--- src/rtl/pc_fetch_unit_pkg.sv ---
// Shared pipeline definitions for the fetch stage: FSM states, bubble
// instruction and a saturating counter helper.
package pc_fetch_unit_pkg;

    typedef enum logic {
        RUN    = 1'b0,
        HALTED = 1'b1
    } fetch_state_e;

    // addi x0,x0,0
    localparam logic [31:0] NOP_INSTR_DEF = 32'h0000_0013;

    localparam logic [15:0] REDIR_CNT_MAX = 16'hFFFF;

    function automatic logic [15:0] sat_inc16(input logic [15:0] value);
        return (value == REDIR_CNT_MAX) ? value : value + 16'd1;
    endfunction

endpackage

--- src/rtl/pc_fetch_unit_if.sv ---
// Fetch-stage bus: branch-unit redirect, hazard stall, instruction memory
// read data in; fetch address, IF/ID contents and status out.
interface pc_fetch_unit_if #(parameter int PC_W = 9);

    logic            PcSel;
    logic [31:0]     BrPC;
    logic            Halt;
    logic            Stall;
    logic [31:0]     Instr;
    logic [PC_W-1:0] PC;
    logic [PC_W-1:0] IfId_PC;
    logic [31:0]     IfId_Instr;
    logic            IfId_Valid;
    logic            Flush;
    logic            Halted;
    logic            Misalign;
    logic [15:0]     RedirCnt;

    // Pipeline / environment side
    modport master (
        output PcSel, BrPC, Halt, Stall, Instr,
        input  PC, IfId_PC, IfId_Instr, IfId_Valid, Flush, Halted, Misalign, RedirCnt
    );

    // Fetch unit side
    modport slave (
        input  PcSel, BrPC, Halt, Stall, Instr,
        output PC, IfId_PC, IfId_Instr, IfId_Valid, Flush, Halted, Misalign, RedirCnt
    );

endinterface

--- src/rtl/pc_fetch_unit_ifid.sv ---
// IF/ID pipeline register with hold, flush (bubble) and load.
module ifid_reg
    import pc_fetch_unit_pkg::*;
#(
    parameter int          PC_W      = 9,
    parameter logic [31:0] NOP_INSTR = NOP_INSTR_DEF
) (
    input  logic            clk,
    input  logic            reset,
    input  logic            flush,
    input  logic            hold,
    input  logic [PC_W-1:0] load_pc,
    input  logic [31:0]     load_instr,
    output logic [PC_W-1:0] ifid_pc,
    output logic [31:0]     ifid_instr,
    output logic            ifid_valid
);

    // Reset and flush both insert a bubble; flush beats hold.
    always_ff @(posedge clk) begin
        if (reset || flush) begin
            ifid_pc    <= '0;
            ifid_instr <= NOP_INSTR;
            ifid_valid <= 1'b0;
        end else if (!hold) begin
            ifid_pc    <= load_pc;
            ifid_instr <= load_instr;
            ifid_valid <= 1'b1;
        end
    end

endmodule

--- src/rtl/pc_fetch_unit.sv ---
// Fetch unit: PC register, RUN/HALTED FSM, redirect counter and misalign
// flag; the IF/ID register lives in ifid_reg.
module pc_fetch_unit
    import pc_fetch_unit_pkg::*;
#(
    parameter int          PC_W      = 9,
    parameter logic [31:0] NOP_INSTR = NOP_INSTR_DEF
) (
    input  logic                 clk,
    input  logic                 reset,
    pc_fetch_unit_if.slave       bus
);

    fetch_state_e    state_q;
    logic [PC_W-1:0] pc_q;
    logic [15:0]     redir_cnt_q;
    logic            misalign_q;
    logic            running;
    logic            redirect;
    logic            unused_br_hi;

    assign running  = (state_q == RUN);
    assign redirect = bus.PcSel && running;

    // Only the word-aligned in-range part of the target is kept.
    assign unused_br_hi = ^bus.BrPC[31:PC_W];

    // Status outputs are masked while reset is asserted, before the
    // registers have had a chance to clear.
    assign bus.Flush    = redirect && !reset;
    assign bus.Halted   = (state_q == HALTED) && !reset;
    assign bus.PC       = pc_q;
    assign bus.RedirCnt = redir_cnt_q;
    assign bus.Misalign = misalign_q;

    // FSM, PC, redirect counter and sticky misalign flag.
    always_ff @(posedge clk) begin
        if (reset) begin
            state_q     <= RUN;
            pc_q        <= '0;
            redir_cnt_q <= '0;
            misalign_q  <= 1'b0;
        end else if (running) begin
            if (bus.PcSel) begin
                pc_q        <= {bus.BrPC[PC_W-1:2], 2'b00};
                redir_cnt_q <= sat_inc16(redir_cnt_q);
                if (bus.BrPC[1:0] != 2'b00) begin
                    misalign_q <= 1'b1;
                end
                if (bus.Halt) begin
                    state_q <= HALTED;
                end
            end else if (!bus.Stall) begin
                pc_q <= pc_q + PC_W'(4);
            end
        end
    end

    ifid_reg #(
        .PC_W      (PC_W),
        .NOP_INSTR (NOP_INSTR)
    ) u_ifid (
        .clk        (clk),
        .reset      (reset),
        .flush      (redirect),
        .hold       (!running || bus.Stall),
        .load_pc    (pc_q),
        .load_instr (bus.Instr),
        .ifid_pc    (bus.IfId_PC),
        .ifid_instr (bus.IfId_Instr),
        .ifid_valid (bus.IfId_Valid)
    );

endmodule

--- src/flat_wrapper.sv ---
// flat-port wrapper written by rule: the top's interface ports become plain ports
module pc_fetch_unit_flat import pc_fetch_unit_pkg::*;
#(
    parameter int          PC_W      = 9,
    parameter logic [31:0] NOP_INSTR = NOP_INSTR_DEF
)
  (clk, reset, bus_PcSel, bus_BrPC, bus_Halt, bus_Stall, bus_Instr, bus_PC, bus_IfId_PC, bus_IfId_Instr, bus_IfId_Valid, bus_Flush, bus_Halted, bus_Misalign, bus_RedirCnt);
  pc_fetch_unit_if #(.PC_W(PC_W)) bus_i ();
  input  logic clk;
  input  logic reset;
  input wire logic [$bits(bus_i.PcSel)-1:0] bus_PcSel;
  input wire logic [$bits(bus_i.BrPC)-1:0] bus_BrPC;
  input wire logic [$bits(bus_i.Halt)-1:0] bus_Halt;
  input wire logic [$bits(bus_i.Stall)-1:0] bus_Stall;
  input wire logic [$bits(bus_i.Instr)-1:0] bus_Instr;
  output wire logic [$bits(bus_i.PC)-1:0] bus_PC;
  output wire logic [$bits(bus_i.IfId_PC)-1:0] bus_IfId_PC;
  output wire logic [$bits(bus_i.IfId_Instr)-1:0] bus_IfId_Instr;
  output wire logic [$bits(bus_i.IfId_Valid)-1:0] bus_IfId_Valid;
  output wire logic [$bits(bus_i.Flush)-1:0] bus_Flush;
  output wire logic [$bits(bus_i.Halted)-1:0] bus_Halted;
  output wire logic [$bits(bus_i.Misalign)-1:0] bus_Misalign;
  output wire logic [$bits(bus_i.RedirCnt)-1:0] bus_RedirCnt;
  assign bus_i.PcSel = bus_PcSel;
  assign bus_i.BrPC = bus_BrPC;
  assign bus_i.Halt = bus_Halt;
  assign bus_i.Stall = bus_Stall;
  assign bus_i.Instr = bus_Instr;
  assign bus_PC = bus_i.PC;
  assign bus_IfId_PC = bus_i.IfId_PC;
  assign bus_IfId_Instr = bus_i.IfId_Instr;
  assign bus_IfId_Valid = bus_i.IfId_Valid;
  assign bus_Flush = bus_i.Flush;
  assign bus_Halted = bus_i.Halted;
  assign bus_Misalign = bus_i.Misalign;
  assign bus_RedirCnt = bus_i.RedirCnt;
  pc_fetch_unit #(.PC_W(PC_W), .NOP_INSTR(NOP_INSTR)) u_core (.clk(clk), .reset(reset), .bus(bus_i));
endmodule
--- config.mk ---
export PLATFORM = sky130hd
export DESIGN_NAME = pc_fetch_unit_flat
export DESIGN_NICKNAME = d
export VERILOG_FILES = /design/src/rtl/pc_fetch_unit_pkg.sv /design/src/rtl/pc_fetch_unit_if.sv /design/src/rtl/pc_fetch_unit_ifid.sv /design/src/rtl/pc_fetch_unit.sv /design/src/flat_wrapper.sv
export SDC_FILE = /design/constraint.sdc
export NUM_CORES = 1
export LEC_CHECK = 0
export BUFFER_PORTS_ARGS = -buffer_cell sky130_fd_sc_hd__buf_2
export CAP_MARGIN = 20
export CORE_UTILIZATION = 49
export CTS_CLUSTER_SIZE = 12
export DETAILED_ROUTE_END_ITERATION = 8
export PLACE_DENSITY = 0.9
export SLEW_MARGIN = 30
export SYNTH_ARGS = -nofsm -noshare
export SYNTH_HDL_FRONTEND = slang
export SYNTH_SLANG_ARGS = --single-unit
--- constraint.sdc ---
create_clock -name clk -period 6.3 [get_ports clk]
set_clock_uncertainty 0.15 [all_clocks]
set_input_delay 0.315 -clock clk [delete_from_list [all_inputs] [get_ports clk]]
set_output_delay 0.315 -clock clk [all_outputs]
set_load 0.02 [all_outputs]
After elaboration in Yosys (flattened, before gate mapping)
Cells that the tools add are included.
{"block": "op_classes", "n_reduce_logical": 10, "add_sub_neg": 2, "n_eq_ne": 2, "muxes": 5, "bitwise": 2}
{"cell": "9-bit 2-to-1 mux", "n": 2}
{"cell": "16-bit by 1-bit adder with 16-bit output (second input constant)", "n": 1}
{"cell": "16-bit == test (second input constant)", "n": 1}
{"cell": "9-bit by 3-bit adder with 9-bit output (second input constant)", "n": 1}
{"cell": "3-bit AND reduction", "n": 2}
{"cell": "1-bit logical AND", "n": 3}
{"cell": "1-bit 2-to-1 mux", "n": 3}
{"cell": "1-bit logical OR", "n": 2}
{"cell": "2-bit != test (second input constant)", "n": 1}
{"cell": "1-bit inverter", "n": 2}
{"cell": "2-bit AND reduction", "n": 1}
{"cell": "2-bit nonzero test", "n": 1}
{"cell": "1-bit logical NOT", "n": 1}
{"block": "totals", "word_cells": 28, "ff_bits": 69, "inputBits": 69, "out_inout_bits": 70}

Logic depth before layout (Yosys ltp)
Gate-level depths: netlist of the first run.
{"block": "logic_depth", "word_depth": 3, "ltp_mapped": 6, "depth_no_buf": 5}

Modules after synthesis
Synthesis of the first run repeated with hierarchy kept, for this count alone.
{"block": "unflattened", "hier_cells": 299, "area_unflattened_um2": 2909.0}
{"mod": "ifid_reg", "area_each_um2": 1493.9, "instances": 1, "cells_per_inst": 137, "seq_area_each_um2": 840.8}
{"mod": "pc_fetch_unit", "area_each_um2": 1415.1, "instances": 1, "cells_per_inst": 162, "seq_area_each_um2": 500.5}

Worst setup path before layout of the first run
No wires, ideal clock.
{"block": "synth_path", "path_kind": "register -> register", "from": "register u_core.redir_cnt_q[0], in the netlist u_core.bus.RedirCnt[0]", "to": "register u_core.redir_cnt_q[14], in the netlist u_core.bus.RedirCnt[14]", "setup_slack_ns": 4.162, "path_stages_with_launch": 6, "n_path_buf": 0, "setup_ns": 0.071, "t_arrival_ns": 1.918, "synth_period_minus_slack_ns": 2.138, "required_time_ns": 6.079, "path_cell_list": "dfxtp_1 -> ha_1 -> nand3b_4 -> or3_4 -> or4_1 -> a21oi_1"}
{"block": "synth_via", "elab_chain_len": 3, "word_cells_on_any_way": 4, "classes_between": "add/sub: 1; eq/ne: 1; bitwise: 1; reduce/logical: 1"}
{"item": "start: declaration", "line_no": "pc_fetch_unit.sv:16", "source": "logic [15:0] redir_cnt_q;"}
{"item": "start signal: assignment", "line_no": "pc_fetch_unit.sv:46", "source": "redir_cnt_q <= sat_inc16(redir_cnt_q);"}
{"item": "branches (longest 3 deep; another with 16-bit by 1-bit adder with 16-bit output)"}
Parallel ways; which one is timed is not known.
A chain may end at the register's enable or synchronous reset.

Worst setup path after layout of the first run
{"block": "layout_path", "from": "register u_core.state_q", "to": "register u_core.redir_cnt_q[9], in the netlist u_core.bus.RedirCnt[9]"}
{"block": "layout_via", "elab_chain_len": 2}
{"item": "start: declaration", "line_no": "pc_fetch_unit.sv:14", "source": "fetch_state_e state_q;"}
{"item": "start signal: assignment", "line_no": "pc_fetch_unit.sv:39", "source": "state_q <= RUN;"}
{"item": "start signal: assignment", "line_no": "pc_fetch_unit.sv:51", "source": "state_q <= HALTED;"}
{"item": "1-bit inverter (no source line)"}
{"item": "3-bit AND reduction (no source line)"}
No other way between the ends.

==> impl_results.md, run 1 <==
- Minimum clock period: 2.229 ns
- Clk sinks: 65
- Hold Crit Class: input port to flip-flop
- Register-to-register path setup slack: 4.07 ns
- Post-Synth XOR/XNOR Area: 0%
- Crit. Startpoint: u_core.state_q$_SDFF_PP0_
- Sw power: 0.2471 mW
- Hold buffers post-CTS: 0
- DIE WIDTH: 77 um
- Total GRT Usage: 23.68%
- Synth Area in Adders: 0.9079%
- VDD IR max: 0.1691 mV
- Post-CTS Repair Setup Buffers: 0
- Synthesized flop and latch total: 65
- Yosys top cell area share: 47.21%
- Status: finished clean
- RSZ-0062 raised after global routing: false
- Std-Cell Rows: 26
- Layout cell share with drive strength beyond 1: 30.91%
- Worst Setup EP: u_core.bus.RedirCnt[9]$_SDFFE_PP0P_
- Area delta synth->final: 30.78%
- Count of pins over their slew limit: 0
- Sequential power share: 42.8%
- Post-synth cell types: 41
- Compound-gate portion of the synthesized area: 17.29%
- Crit share post-route: 35.39%
- Via/cell ratio: 5.338
- Total chip power: 1.029 mW
- Die ar.: 5929 um^2
- Post-route DRC violation count: 0
- Clk_lat worst skew: 0.33 ns
- CTS tree: built
- HP Start: bus_Instr[4]
- Final setup violation count: 0
- Crit path max fanout: 17
- Mean post-synth cell area: 8.036 um^2
- Routed Antenna Nets: 0
- Hold Vio Cnt, Final: 0
- Initial Utilization: 52.30%
- Dominant cells by area after synthesis: dfxtp_1, nand2_1, a21oi_1
- Fraction of registers with async set or reset after synthesis: 0%
- Synth cell count leaders: nand2_1, dfxtp_1, a21oi_1, nor2_1, clkbuf_1
- Clk pwr share: 46.4%
- CTS buffer count: 9
- Initial antenna violation count: 0
- Detailed-router iteration count before antenna repair: 4
- Vias: 2792
- WL final: 6877 um
- Max frequency: 448.5 MHz
- Hpwl dp: 4657 um
- Worst EP arrival: 2.31 ns
- H-tree depth: 3
- Multiplexer area fraction after synthesis: 2.451%
- Root cell of the clock tree: clkbuf_8
- Area leader, netlist: dfxtp_1
- Initial DRC Count: 99
- ANT cells: 0
- GP Congestion: 0.8173
- Wire per inst: 13.15 um
- FF-to-FF Start: u_core.state_q$_SDFF_PP0_
- Setup TNS: 0 ns
- PortBufs: 111
- P_leak: 1.639 nW
- Power per cell area: 285.6 nW/um^2
- WP data required: 6.38 ns
- Vias in the first global route: 2541
- Main synth FF type: dfxtp_1
- Nets: 519
- Synth warn: 0
- CORE AREA: 5270 um^2
- Largest family of logic cells by synthesized area: simple AND/OR/NAND/NOR gates
- Kind of end point of the critical path: flip-flop
- Worst-path clk slew: 0.07 ns
- Combinational share of power: 10.8%
- EDFF count, synth: 0
- Rel. slew slack: 51.39%
- Sequential cell area fraction in the yosys report: 47.21%
- Sw Ratio: 24.01%
- Die Ht: 77 um
- Grt total ovfl: 0
- Io pins: 139
- Reg2Reg Depth: 4
- Post-Syn Area: 2756 um^2
- Critical path class: flip-flop to flip-flop
- CTS max path bufs: 2
- Slew of the pin with the lowest slew margin: 0.7291 ns
- Post_cts resized: 0
- Largest net degree at the start of global routing: 42
- Internal: 0.7822 mW
- CP Launch Type: flip-flop
- Fill cell count: 445
- First-pass GRT wire length: 11230 um
- Reg-to-Reg End: u_core.bus.RedirCnt[9]$_SDFFE_PP0P_
- Cells after Synth: 343
- Synth Area in Simple Gates: 28.14%
- Top-count cell post-synth: nand2_1
- Max-cap violations: 0
how the worst min path moves through the flow:
stage | to | cells past startpoint
after floorplan | u_core.u_ifid.ifid_instr[0]$_SDFFE_PP1N_ | 2
after global placement | u_core.bus.Misalign$_SDFFE_PP0P_ | 2
after detailed placement | u_core.u_ifid.ifid_pc[4]$_SDFFE_PP0N_ | 2
after CTS | u_core.u_ifid.ifid_instr[4]$_SDFFE_PP1N_ | 3
after global routing | u_core.u_ifid.ifid_instr[4]$_SDFFE_PP1N_ | 3
final | u_core.u_ifid.ifid_instr[4]$_SDFFE_PP1N_ | 3
metal layers:
metal	up-vias	global-route usage [%]	routed length, um
li1	1390	-	-
met1	1269	28.58	3032
met2	115	38.13	3242
met3	18	5.000	422
met4	0	15.28	180
met5	-	0	0
cell type report:
type                    count  area [um^2]  area share [%]
inverters                   2        7.507          0.2083
flip-flops and latches     65         1301           36.10
well taps                  70        87.58           2.430
repair buffers            113        570.5           15.83
clock buffers              10        137.6           3.818
multi-input cells         257         1363           37.80
clock inverters             6        137.6           3.818
power groups by stage:
stage	combinational (mW)	clock [mW]	sequential, mW
detailed placement	0.110	0	0.450
finish	0.111	0.477	0.441
global route	0.122	0.508	0.443
CTS	0.111	0.486	0.440
global placement	0.108	0	0.448
floorplan	0.0541	0	0.465
placed cells by master (no fill, tap or decap), types with 3 or more instances in the layout:
| master | instances |
|---|---|
| a211oi_1 | 3 |
| a21o_1 | 3 |
| a21oi_1 | 55 |
| a31oi_1 | 4 |
| buf_2 | 111 |
| bufinv_16 | 4 |
| clkbuf_8 | 10 |
| conb_1 | 4 |
| dfxtp_1 | 65 |
| mux2i_1 | 3 |
| nand2_1 | 87 |
| nand2b_1 | 4 |
| nand3_1 | 7 |
| nand4_1 | 5 |
| nor2_1 | 20 |
| nor2b_1 | 6 |
| nor4_1 | 4 |
| o21ai_0 | 8 |
| o31ai_1 | 7 |
| or3_1 | 6 |
| or4_1 | 4 |
cells by family after synthesis:
group                      after synthesis
DFF                                     65
AOI/OAI and AO/OA                       85
buffers and inverters                   24
other                                    1
muxes                                    6
adders and majority gates                2
and+or+nand+nor                        160
per-stage QoR:
step | utilization (%) | area [um^2] | setup WS [ns] | hold slack, ns | std cells
floorplan | - | 2768 | 4.162 | 0.2875 | 346
finish | 68.40 | 3605 | 4.071 | 0.03712 | 523
global placement | 63.18 | 3329 | 4.058 | 0.2854 | 507
detailed placement | 63.18 | 3329 | 4.033 | 0.2934 | 507
global route | 68.40 | 3605 | 4.032 | 0.03035 | 523
CTS | 68.40 | 3605 | 4.089 | 0.02133 | 523
worst max-delay path, cell delays in order (launching register included):
cell and delay [ns]:
dfxtp_1 0.49, nand4b_2 0.38, or3_4 0.42, or3b_1 0.38, mux2_4 0.30
flip-flops by register name, indices dropped and copies added (netlist names):
name and cells:
u_core.u_ifid.ifid_valid 1, u_core.bus.PC 7, u_core.u_ifid.ifid_instr 32, u_core.bus.RedirCnt 16, u_core.state_q 1, u_core.u_ifid.ifid_pc 7
u_core.bus.Misalign 1
(Power assumes the default switching activity.)
==> run 2, diff against run 1 <==
Settings changed: ABC_AREA set to 1, CORE_UTILIZATION 49 to 46, PLACE_DENSITY 0.9 to 0.84.
Clock period 6.3 ns to 2.1 ns, I/O delays scaled along.
==> impl_results.md, run 2 <==
- Multiplexer area fraction after synthesis: 0% (-2.5 points)
- Vias in the first global route: 3046 (+20%)
- Sequential cell area fraction in the yosys report: 44.20% (-3.0 points)
- VDD IR max: 0.4940 mV (+190%)
- Register-to-register path setup slack: 0.23 ns (-3.84 ns)
- CTS buffer count: 9 (unchanged)
- Nets: 645 (+24%)
- Most frequent cells in the layout: nand2_1, buf_2, dfxtp_1
- Detailed-router iteration count before antenna repair: 5 (+1)
- Minimum clock period: 1.888 ns
- Power per cell area: 677.1 nW/um^2 (+140%)
- Dominant cells by area after synthesis: dfxtp_1, nand2_1, a21oi_1
- Hold Vio Cnt, Final: 0 (unchanged)
- PortBufs: 111 (unchanged)
- Largest family of logic cells by synthesized area: simple AND/OR/NAND/NOR gates
- Grt total ovfl: 0 (unchanged)
- Max FFs per register: 32 (unchanged)
- Setup WS post-layout: 0.2115 ns (-3.859 ns)
- First-pass GRT wire length: 13450 um (+20%)
- Total chip power: 2.884 mW (+180%)
- Die ar.: 6724 um^2 (+13%)
- Max-cap violations: 0 (unchanged)
- Vias: 3332 (+19%)
- CP most frequent cell: dlygate4sd3_1
- Most common cell after layout, fill and taps aside: nand2_1
- Post-Synth XOR/XNOR Area: 0.8925% (+0.89 points)
- Std-Cell Rows: 28 (+7.7%)
- Hold Crit Class: input port to flip-flop
- Final Util: 70.27% (+1.9 points)
- Die Ht: 82 um (+6.5%)
- Post-Syn Area: 2944 um^2 (+6.8%)
- Area delta synth->final: 44.67%
- Clk_lat worst skew: 0.33 ns (about the same)
- Clk sinks: 65 (unchanged)
- Yosys top cell area share: 44.20% (-3.0 points)
- Post_cts resized: 0 (unchanged)
- P_leak: 1.881 nW (+15%)
- Pre-CTS setup slack: 0.2546 ns (-3.779 ns)
- Hpwl dp: 5423 um (+16%)
- Mean post-synth cell area: 7.129 um^2 (-11%)
- ANT cells: 0 (unchanged)
- Kind of end point of the critical path: flip-flop
- Setup TNS: 0 ns (unchanged)
- Total GRT Usage: 26.35% (+2.7 points)
- Initial DRC Count: 246 (+150%)
- RSZ-0062 raised after global routing: false
- Synth Area in Simple Gates: 31.75% (+3.6 points)
- Main synth FF type: dfxtp_1
- CTS max path bufs: 2 (unchanged)
- Worst EP arrival: 2.02 ns (-0.29 ns)
- Post-synth cell types: 31 (-24%)
- Reg with most FFs: u_core.u_ifid.ifid_instr
- Initial Utilization: 48.58% (-3.7 points)
- Reg2Reg Depth: 9 (+5)
- Fraction of registers with async set or reset after synthesis: 0% (unchanged)
- FF-to-FF Start: u_core.bus.RedirCnt[0]$_SDFFE_PP0P_
- Max frequency: 529.5 MHz
- Hold buffers post-CTS: 55 (+55)
- Slew of the pin with the lowest slew margin: 0.5817 ns (-0.1474 ns)
- CP Launch Type: input port
- Crit share post-route: 89.93%
- HP Start: bus_BrPC[7]
- Hold path depth: 5 (+2)
- Synth Area in Adders: 0.8500% (-0.058 points)
- Largest net degree at the start of global routing: 37 (-12%)
- Io pins: 139 (unchanged)
- WHS Endpoint: u_core.bus.PC[7]$_SDFFE_PP0P_
- CP cell instances: dlygate4sd3_1, buf_2, buf_4, nor2_1, o21ai_0, dlygate4sd3_1, nand2_1
- Top-count cell post-synth: nand2_1
- Rel. slew slack: 61.16% (+9.8 points)
- WP data required: 2.23 ns (-4.15 ns)
- WL final: 8665 um (+26%)
- Via/cell ratio: 5.095 (-4.6%)
- Post-CTS Repair Setup Buffers: 0 (unchanged)
- H-tree depth: 3 (unchanged)
- Final setup violation count: 0 (unchanged)
- Post-route DRC violation count: 0 (unchanged)
- Area leader, netlist: dfxtp_1
- Routed Antenna Nets: 0 (unchanged)
- DIE WIDTH: 82 um (+6.5%)
- Largest stage delay on the critical path: 0.56 ns (+0.07 ns)
- Reg-to-Reg End: u_core.bus.RedirCnt[4]$_SDFFE_PP0P_
- Synthesized flop and latch total: 65 (unchanged)
- Initial antenna violation count: 0 (unchanged)
- Synth cell count leaders: nand2_1, dfxtp_1, a21oi_1, nor2_1
- GP Congestion: 0.7995 (-2.2%)
- Worst-path clk slew: 0.08 ns (about the same)
- Crit path max fanout: 10 (-7)
- Wire per inst: 13.25 um (+0.76%)
- Cells after Synth: 413 (+20%)
- CORE AREA: 6061 um^2 (+15%)
- Synth warn: 0 (unchanged)
- EDFF count, synth: 0 (unchanged)
- Status: finished clean
- Critical path class: input port to flip-flop
- Root cell of the clock tree: clkbuf_8
- Slowest stage cell, crit path: dlygate4sd3_1
- Compound-gate portion of the synthesized area: 13.85% (-3.4 points)
- Count of pins over their slew limit: 0 (unchanged)
- Layout cell share with drive strength beyond 1: 27.63% (-3.3 points)
- CTS tree: built
run 2: worst max path at each step:
stage,start,endpoint,slack [ns],cells after the start
global placement,u_core.bus.RedirCnt[0]$_SDFFE_PP0P_,u_core.bus.RedirCnt[2]$_SDFFE_PP0P_,0.36,9
detailed placement,u_core.bus.RedirCnt[1]$_SDFFE_PP0P_,u_core.bus.RedirCnt[4]$_SDFFE_PP0P_,0.25,9
floorplan,u_core.bus.RedirCnt[1]$_SDFFE_PP0P_,u_core.bus.RedirCnt[13]$_SDFFE_PP0P_,0.31,10
finish,reset,u_core.bus.Misalign$_SDFFE_PP0P_,0.21,7
global route,u_core.bus.RedirCnt[0]$_SDFFE_PP0P_,u_core.bus.RedirCnt[5]$_SDFFE_PP0P_,0.11,9
CTS,u_core.bus.RedirCnt[1]$_SDFFE_PP0P_,u_core.bus.RedirCnt[4]$_SDFFE_PP0P_,0.23,9
run 2: cell type report:
type                            instances  area, um^2
Sequential cell                        65        1301
Tap cell                               75       93.84
Inverter                               29       108.9
Fill cell                             485        1802
Timing Repair Buffer                  170        1136
Multi-Input combinational cell        299        1416
Clock inverter                          7       78.83
Clock buffer                            9       123.9
run 2: power breakdown:
group	internal, mW	switching (mW)	total, mW
combinational	0.195	0.275	0.469
clock	0.558	0.527	1.09
sequential	1.29	0.0428	1.33
run 2: worst max-delay path, delay by kind of cell:
family	cells	cell delay (ns)
and+or+nand+nor	2	0.26
buffers and inverters	4	1.53
AOI/OAI and AO/OA	1	0.11
run 2: cells by family after synthesis:
| kind of cell | after synthesis |
|---|---|
| DFF | 65 |
| other | 1 |
| buffers and inverters | 52 |
| and+or+nand+nor | 219 |
| xor gates and xnor gates | 3 |
| adders and majority gates | 2 |
| AOI/OAI and AO/OA | 71 |
run 2: layer usage:
metal | global-route usage (%) | vias up | share of wire [%] | wire, um
li1 | - | 1637 | - | -
met3 | 4.222 | 26 | 5.0 | 432
met1 | 31.91 | 1533 | 42 | 3634
met4 | 15.61 | 0 | 2.7 | 232
met2 | 43.72 | 136 | 50 | 4366
met5 | 0 | - | 0 | 0
run 2: through the flow:
step           hold WS (ns)  cell area [um^2]  std cells
6_report            0.02306              4259        654
5_1_grt            0.009841              4259        654
4_1_cts            0.006528              4259        654
3_5_place_dp         0.1676              3506        583
3_3_place_gp         0.1629              3506        583
2_1_floorplan       0.07982              2955        416
